===== src/rtl/led7seg_scan4.sv =====
// Four-digit multiplexed seven-segment scanner with blanking gaps and frame-aligned value commit.
// Optional leading-zero suppression is enabled by defining LED7SEG_ZBLANK_EN.
module led7seg_scan4 #(
  parameter int DIV       = 1000,
  parameter int BLANK_CYC = 16
) (
  input  logic        CLK,
  input  logic        RST,
  input  logic [15:0] DATA,
  input  logic [3:0]  DP,
  input  logic        LOAD,
  output logic        ACK,
  output logic [7:0]  LED,
  output logic [3:0]  SA
);

  localparam int MAXC = (DIV > BLANK_CYC) ? DIV : BLANK_CYC;
  localparam int CW   = $clog2(MAXC + 1);

  typedef enum logic {BLANK, SHOW} state_t;

  state_t        state_reg;
  logic [CW-1:0] cnt_reg;
  logic [1:0]    idx_reg;
  logic [15:0]   act_data_reg, pend_data_reg;
  logic [3:0]    act_dp_reg, pend_dp_reg;
  logic          pend_valid_reg;

  logic          end_cnt, wrap, commit;
  logic [1:0]    tgt_idx;
  logic [15:0]   tgt_data;
  logic [3:0]    tgt_dp;
  logic [3:0]    nib;
  logic [6:0]    seg;
  logic          hide;
  logic [7:0]    show_led;
  logic [3:0]    show_sa;

  assign end_cnt = (cnt_reg <= CW'(1));
  assign wrap    = (state_reg == SHOW) && end_cnt && (idx_reg == 2'd3);
  assign commit  = wrap && pend_valid_reg;

  // The next lit digit: the following one when leaving SHOW, otherwise the current one.
  // Its data must already reflect a commit happening on the same edge.
  always_comb begin
    tgt_idx  = (state_reg == SHOW) ? idx_reg + 2'd1 : idx_reg;
    tgt_data = commit ? pend_data_reg : act_data_reg;
    tgt_dp   = commit ? pend_dp_reg : act_dp_reg;
    nib      = tgt_data[{tgt_idx, 2'b00} +: 4];
    case (nib)
      4'h0: seg = 7'b1000000;
      4'h1: seg = 7'b1111001;
      4'h2: seg = 7'b0100100;
      4'h3: seg = 7'b0110000;
      4'h4: seg = 7'b0011001;
      4'h5: seg = 7'b0010010;
      4'h6: seg = 7'b0000010;
      4'h7: seg = 7'b1111000;
      4'h8: seg = 7'b0000000;
      4'h9: seg = 7'b0010000;
      4'hA: seg = 7'b0001000;
      4'hB: seg = 7'b0000011;
      4'hC: seg = 7'b1000110;
      4'hD: seg = 7'b0100001;
      4'hE: seg = 7'b0000110;
      default: seg = 7'b0001110;
    endcase
    hide = 1'b0;
`ifdef LED7SEG_ZBLANK_EN
    case (tgt_idx)
      2'd3:    hide = (tgt_data[15:12] == 4'h0) && (tgt_dp[3] == 1'b0);
      2'd2:    hide = (tgt_data[15:8] == 8'h00) && (tgt_dp[3:2] == 2'b00);
      2'd1:    hide = (tgt_data[15:4] == 12'h000) && (tgt_dp[3:1] == 3'b000);
      default: hide = 1'b0;
    endcase
`endif
    if (hide) begin
      show_led = 8'hFF;
      show_sa  = 4'hF;
    end else begin
      show_led = {~tgt_dp[tgt_idx], seg};
      show_sa  = ~(4'b0001 << tgt_idx);
    end
  end

  always_ff @(posedge CLK) begin
    if (RST) begin
      state_reg      <= BLANK;
      cnt_reg        <= CW'(BLANK_CYC);
      idx_reg        <= 2'd0;
      act_data_reg   <= 16'h0000;
      act_dp_reg     <= 4'h0;
      pend_data_reg  <= 16'h0000;
      pend_dp_reg    <= 4'h0;
      pend_valid_reg <= 1'b0;
      ACK            <= 1'b0;
      LED            <= 8'hFF;
      SA             <= 4'hF;
    end else begin
      ACK <= 1'b0;
      // Commit reads the old pending contents; a coincident LOAD refills it afterwards.
      if (commit) begin
        act_data_reg   <= pend_data_reg;
        act_dp_reg     <= pend_dp_reg;
        pend_valid_reg <= 1'b0;
        ACK            <= 1'b1;
      end
      if (LOAD) begin
        pend_data_reg  <= DATA;
        pend_dp_reg    <= DP;
        pend_valid_reg <= 1'b1;
      end
      case (state_reg)
        BLANK: begin
          if (end_cnt) begin
            state_reg <= SHOW;
            cnt_reg   <= CW'(DIV);
            LED       <= show_led;
            SA        <= show_sa;
          end else begin
            cnt_reg <= cnt_reg - CW'(1);
          end
        end
        default: begin
          if (end_cnt) begin
            idx_reg <= idx_reg + 2'd1;
            if (BLANK_CYC == 0) begin
              cnt_reg <= CW'(DIV);
              LED     <= show_led;
              SA      <= show_sa;
            end else begin
              state_reg <= BLANK;
              cnt_reg   <= CW'(BLANK_CYC);
              LED       <= 8'hFF;
              SA        <= 4'hF;
            end
          end else begin
            cnt_reg <= cnt_reg - CW'(1);
          end
        end
      endcase
    end
  end

endmodule


===== config.mk =====
export PLATFORM = sky130hd
export DESIGN_NAME = led7seg_scan4
export DESIGN_NICKNAME = d
export VERILOG_FILES = /design/src/rtl/led7seg_scan4.sv
export SDC_FILE = /design/constraint.sdc
export NUM_CORES = 1
export LEC_CHECK = 0
export CAP_MARGIN = 20
export CORE_UTILIZATION = 41
export CTS_BUF_LIST = sky130_fd_sc_hd__clkbuf_2
export CTS_CLUSTER_DIAMETER = 120
export CTS_CLUSTER_SIZE = 16
export DETAILED_ROUTE_END_ITERATION = 7
export MAX_ROUTING_LAYER = met4
export PLACE_DENSITY = 0.63
export SLEW_MARGIN = 30
export SYNTH_ARGS = -nofsm -noshare
export SYNTH_HDL_FRONTEND = slang
export SYNTH_SLANG_ARGS = --single-unit

===== constraint.sdc =====
create_clock -name CLK -period 9.3 [get_ports CLK]
set_clock_uncertainty 0.15 [all_clocks]
set_input_delay 1.86 -clock CLK [delete_from_list [all_inputs] [get_ports CLK]]
set_output_delay 1.86 -clock CLK [all_outputs]
set_load 0.02 [all_outputs]

==> results of run 1 <==
==> final cells by class <==
class,count,share of cell area
clock buffers,11,0.0162
clock inverters,5,0.00885
inverters,8,0.00885
multi-input cells,211,0.428
flip-flops and latches,67,0.395
well taps,96,0.0354
repair buffers,37,0.108
==> cell families (layout without fill, tap and decap cells) <==
kind of cell | Yosys count | count (layout)
AOI/OAI and AO/OA | 47 | 47
xor gates and xnor gates | 7 | 7
adders and majority gates | 10 | 10
buffers and inverters | 26 | 61
DFF | 67 | 67
muxes | 45 | 45
and+or+nand+nor | 102 | 102
==> power groups by stage <==
stage	logic (W)	clock network [W]	registers (W)
after floorplan	0.000107	0	0.000361
after global placement	0.000161	0	0.000357
after detailed placement	0.000163	0	0.000359
after CTS	0.000163	0.000147	0.000352
after global routing	0.000182	0.000157	0.000358
final	0.000162	0.000140	0.000352
==> how the worst min path moves through the flow <==
stage | start | endpoint | cells past startpoint | slack [ps]
after floorplan | cnt_reg[0] | cnt_reg[0] | 1 | 280
after global placement | cnt_reg[0] | cnt_reg[0] | 1 | 290
after detailed placement | cnt_reg[0] | cnt_reg[0] | 1 | 310
after CTS | cnt_reg[0] | cnt_reg[0] | 1 | 350
after global routing | SA[1] | SA[1] | 1 | 380
final | SA[2] | SA[2] | 2 | 350
==> per-layer routing <==
| layer | GRT usage | share of wire | vias to the layer above | wire length (um) |
|---|---|---|---|---|
| met5 | - | 0 | - | 0 |
| met4 | 0.112 | 0.030 | 0 | 166 |
| met3 | 0.0324 | 0.026 | 15 | 145 |
| met2 | 0.268 | 0.45 | 30 | 2520 |
| met1 | 0.215 | 0.49 | 1007 | 2750 |
| li1 | - | - | 1116 | - |
==> cells in the final DEF (no fill, tap or decap), types with 7 or more instances in the layout <==
cell             netlist  routed
clkdlybuf4s50_1        0      35
nor2_1                67      67
clkbuf_2               0      11
nand2_1                8       8
o21ai_0                7       7
dfxtp_1               67      67
a21oi_1               11      11
inv_1                  8       8
ha_1                  10      10
mux2i_1               41      41
==> stage by stage <==
| step | instance area, um2 | std cells |
|---|---|---|
| finish | 3390 | 435 |
| global route | 3390 | 435 |
| CTS | 3390 | 435 |
| detailed placement | 3310 | 419 |
| global placement | 3310 | 419 |
| floorplan | 2920 | 304 |
==> critical path: stages, from the launching register on <==
cell and delay [ps]:
dfxtp_1 420, inv_1 60, ha_1 220, o2111ai_1 440, inv_1 90, ha_1 260
nand3_2 530, mux2i_1 310, o22ai_1 120, nor2_1 380, inv_1 160, ha_1 250
mux2_1 290, a221oi_1 280, nor2_1 60
==> results.sh, run 1 <==
export IMPL_status="finished, final reports clean"
export IMPL_tightest_slew_ps=698
export IMPL_gp_congestion=0.827
export IMPL_antenna_found_initial=0
export IMPL_yosys_area_top_type="dfxtp_1"
export IMPL_crit_path_end_kind="flip-flop"
export IMPL_fin_nets=367
export IMPL_synthXorXnorAreaFrac=0.0210
export IMPL_relSlewSlack=0.534
export IMPL_arrival_ps=4380
export IMPL_synth_top_family_by_area="multiplexers"
export IMPL_syn_area_um2=2920
export IMPL_grt_pass1_wl_um=9740
export IMPL_grt_usage=0.176
export IMPL_grt_pass1_vias=2116
export IMPL_reg2reg_depth=14
export IMPL_port_buffers=35
export IMPL_finalWorstSetupSlack_ps=5170
export IMPL_comb_power_share=0.247
export IMPL_fmax_mhz=242
export IMPL_yosysTopAreaCellShare=0.459
export IMPL_drive_above_1_share=0.0826
export IMPL_cts_tree="built"
export IMPL_via_per_inst=4.98
export IMPL_rows=30
export IMPL_synthCells=304
export IMPL_syn_to_final_growth_pct=16.2
export IMPL_vias=2168
export IMPL_synth_top_cells_by_count="dfxtp_1 (67), nor2_1 (67), mux2i_1 (41), a21oi_1 (11)"
export IMPL_synth_edf_count=0
export IMPL_p_sw_w=0.000217
export IMPL_pin_count=36
export IMPL_ff_latch_area_um2=1340
export IMPL_post_cts_buffers=0
export IMPL_fin_util=0.497
export IMPL_p_int_w=0.000436
export IMPL_fin_crit_sh=0.444
export IMPL_preCtsSetupSlack_ps=5210
export IMPL_power_frac_clock=0.214
export IMPL_synthAdderAreaFrac=0.0429
export IMPL_setup_viol=0
export IMPL_synthArstFlopShare=0
export IMPL_synthSimpleGateAreaFrac=0.157
export IMPL_startpoint_type="flip-flop"
export IMPL_clk_pin_slew_ps=190
export IMPL_yosys_register_bits=67
export IMPL_post_route_min_period_ps=4130
export IMPL_r2r_slack_ps=5170
export IMPL_cap_violations=0
export IMPL_synth_mux_area_frac=0.158
export IMPL_cts_sinks=67
export IMPL_ys_flop_type="dfxtp_1"
export IMPL_core_area_um2=6830
export IMPL_clkLatencyLatePin_ps=500
export IMPL_synth_seq_area_share=0.459
export IMPL_ant_nets=0
export IMPL_dr_pass1_iters=4
export IMPL_wl_um=5580
export IMPL_cts_max_level=3
export IMPL_critPathLaunch="cnt_reg[0]"
export IMPL_hold_class="reg -> reg"
export IMPL_drc=0
export IMPL_worst_setup_path_type="reg -> reg"
export IMPL_power_w=0.000653
export IMPL_clockBufferDepth=2
export IMPL_peakVddDrop_uv=81.5
export IMPL_cts_resized=0
export IMPL_crit_required_ps=9560
export IMPL_rsz0062_at_grt="false"
export IMPL_avgRoutedWirePerCell_um=12.8
export IMPL_multi_input_area_um2=1450
export IMPL_start_util=0.427
export IMPL_final_setup_tns_ps=0
export IMPL_crit_fanout=21
export IMPL_worstSetupEndpoint="LED[6]"
export IMPL_powerDensity_nw_per_um2=193
export IMPL_hold_violations=0
export IMPL_num_antenna_cells=0
export IMPL_cts_buffers=9
export IMPL_p_seq_frac=0.539
export IMPL_syn_nets=337
export IMPL_die_h_um=86.4
export IMPL_netlist_top_cells_area="dfxtp_1 (46%), mux2i_1 (14%), nor2_1 (8.6%), ha_1 (4.3%), a21oi_1 (1.9%)"
export IMPL_overflow=0
export IMPL_hold_slack_ps=351
export IMPL_synth_compound_area_frac=0.118
export IMPL_yosys_warnings=0
export IMPL_die_width_um=86.4
export IMPL_reg2reg_to="LED[6]"
export IMPL_slew_violations=0
export IMPL_hpwl_um=3910
export IMPL_die_area_um2=7460
export IMPL_drt_iter0_drc=84
export IMPL_grt_max_degree=52
export IMPL_ys_types=45
export IMPL_reg2reg_from="cnt_reg[0]"
export IMPL_ctsHoldBuffers=0
export IMPL_cts_root_buf="clkbuf_2"
export IMPL_p_sw_frac=0.333
export IMPL_syn_avg_cell_area_um2=9.60
export IMPL_fillers=680
export IMPL_power_leakage_nw=1.47
(Power assumes the default switching activity.)
==> run 2, diff against run 1 <==
--- a/config.mk
+++ b/config.mk
@@ -12,7 +12,7 @@
 export CTS_CLUSTER_SIZE = 16
 export DETAILED_ROUTE_END_ITERATION = 7
 export MAX_ROUTING_LAYER = met4
-export PLACE_DENSITY = 0.63
+export PLACE_DENSITY = 0.65
 export SLEW_MARGIN = 30
 export SYNTH_ARGS = -nofsm -noshare
 export SYNTH_HDL_FRONTEND = slang
==> constraint.sdc (replaced) <==
create_clock -name CLK -period 3.7 [get_ports CLK]
set_clock_uncertainty 0.15 [all_clocks]
set_input_delay 0.74 -clock CLK [delete_from_list [all_inputs] [get_ports CLK]]
set_output_delay 0.74 -clock CLK [all_outputs]
set_load 0.02 [all_outputs]
==> run 2 against run 1 <==
Against the previous run:
- hold slack got worse by 10 ps
- cell count increased by 1.1%
- final area increased by 3.7%
- die area unchanged
- register-to-register slack got worse by 4900 ps
- maximum frequency increased by 22%
- clock power increased to 3.9 times the previous value
- clock-buffer cell count decreased by 1
- combinational power increased to 2.5 times the previous value
- sequential share of layout area decreased by 1.4 points
==> results.sh, run 2 (synthesized netlist as in run 1, its figures left out) <==
export IMPL_status="finished, final reports clean"
export IMPL_hold_violations=0
export IMPL_wl_um=5740
export IMPL_drt_iter0_drc=111
export IMPL_hold_slack_ps=341
export IMPL_grt_usage=0.176
export IMPL_core_area_um2=6830
export IMPL_ant_nets=0
export IMPL_slowest_stage="dfxtp_1"
export IMPL_final_setup_tns_ps=0
export IMPL_start_util=0.427
export IMPL_crit_fanout=21
export IMPL_setup_viol=0
export IMPL_dr_pass1_iters=4
export IMPL_die_width_um=86.4
export IMPL_fin_nets=373
export IMPL_clockBufferDepth=2
export IMPL_syn_to_final_growth_pct=20.5
export IMPL_fin_crit_sh=0.916
export IMPL_crit_path_end_kind="flip-flop"
export IMPL_pin_count=36
export IMPL_grt_pass1_vias=2062
export IMPL_via_per_inst=5.00
export IMPL_worst_setup_path_type="reg -> reg"
export IMPL_clk_pin_slew_ps=170
export IMPL_critPathTopFamily="adder cells"
export IMPL_hold_class="reg -> reg"
export IMPL_max_stage_delay_ps=410
export IMPL_vias=2199
export IMPL_avgRoutedWirePerCell_um=13.1
export IMPL_die_h_um=86.4
export IMPL_overflow=0
export IMPL_grt_pass1_wl_um=9800
export IMPL_relSlewSlack=0.522
export IMPL_hpwl_um=4000
export IMPL_multi_input_area_um2=1450
export IMPL_cts_buffers=9
export IMPL_arrival_ps=3640
export IMPL_peakVddDrop_uv=190
export IMPL_powerDensity_nw_per_um2=523
export IMPL_rsz0062_at_grt="false"
export IMPL_cts_root_buf="clkbuf_2"
export IMPL_power_leakage_nw=1.54
export IMPL_slew_violations=0
export IMPL_startpoint_type="flip-flop"
export IMPL_port_buffers=35
export IMPL_drc=0
export IMPL_antenna_found_initial=0
export IMPL_die_area_um2=7460
export IMPL_final_cell_mix="dfxtp_1 (67), nor2_1 (67), mux2i_1 (41)"
export IMPL_grt_max_degree=24
export IMPL_gp_congestion=0.813
export IMPL_fillers=662
export IMPL_ff_latch_area_um2=1340
export IMPL_num_antenna_cells=0
export IMPL_ctsHoldBuffers=0
export IMPL_cts_max_level=3
export IMPL_crit_buf_inv=4
export IMPL_tightest_slew_ps=717
export IMPL_rows=30
export IMPL_fmax_mhz=295
export IMPL_cap_violations=0
export IMPL_crit_required_ps=3950
export IMPL_cts_tree="built"
export IMPL_worstPathCellList="inv_1 > ha_1 > o2111ai_1 > inv_1 > ha_1 > nand3_2 > buf_12 > mux2i_1 > o22ai_1 > nor2_1 > inv_1 > ha_1 > mux2_1 > a221oi_1 > nor2_1"
export IMPL_drive_above_1_share=0.0930
export IMPL_cts_sinks=67
export IMPL_post_route_min_period_ps=3390
export IMPL_clkLatencyLatePin_ps=490
run 2: area by class of cell:
type | count | area share
clock inverter | 5 | 0.0292
timing repair buffer | 43 | 0.120
tap | 96 | 0.0341
sequential | 67 | 0.381
multi-input combinational | 211 | 0.413
inverter | 8 | 0.00853
clock buffer | 10 | 0.0142
run 2: final timing paths:
kind	end	from	cells past startpoint	slack (ps)
setup / recovery	LED[6]	cnt_reg[0]	15	310
hold / removal	cnt_reg[0]	cnt_reg[0]	1	340
setup reg to reg	LED[6]	cnt_reg[0]	15	310
hold reg to reg	cnt_reg[0]	cnt_reg[0]	1	340
run 2: per-layer routing:
layer	GRT usage	wire length, um
met1	0.219	2760
met2	0.272	2670
met3	0.0581	207
met4	0.0545	105
met5	-	0
run 2: power breakdown:
part	total, W	switching [W]	internal, W
clock	0.000544	0.000254	0.000290
combinational	0.000410	0.000211	0.000200
sequential	0.000885	0.0000754	0.000810
run 2: what timing repair did:
item,4_1_cts,5_1_grt
endpoints found under the setup margin,0,1
gates resized for setup,0,0
buffers inserted,0,2
run 2: stage by stage:
step | total power (W) | instance area [um2] | utilization | std cells | setup WS, ps
after floorplan | 0.00117 | 2920 | - | 304 | 167
after global placement | 0.00131 | 3350 | 0.490 | 423 | 404
after detailed placement | 0.00131 | 3350 | 0.490 | 423 | 335
after CTS | 0.00186 | 3500 | 0.513 | 438 | 309
after global routing | 0.00195 | 3520 | 0.515 | 440 | 6.27
final | 0.00184 | 3520 | 0.515 | 440 | 310
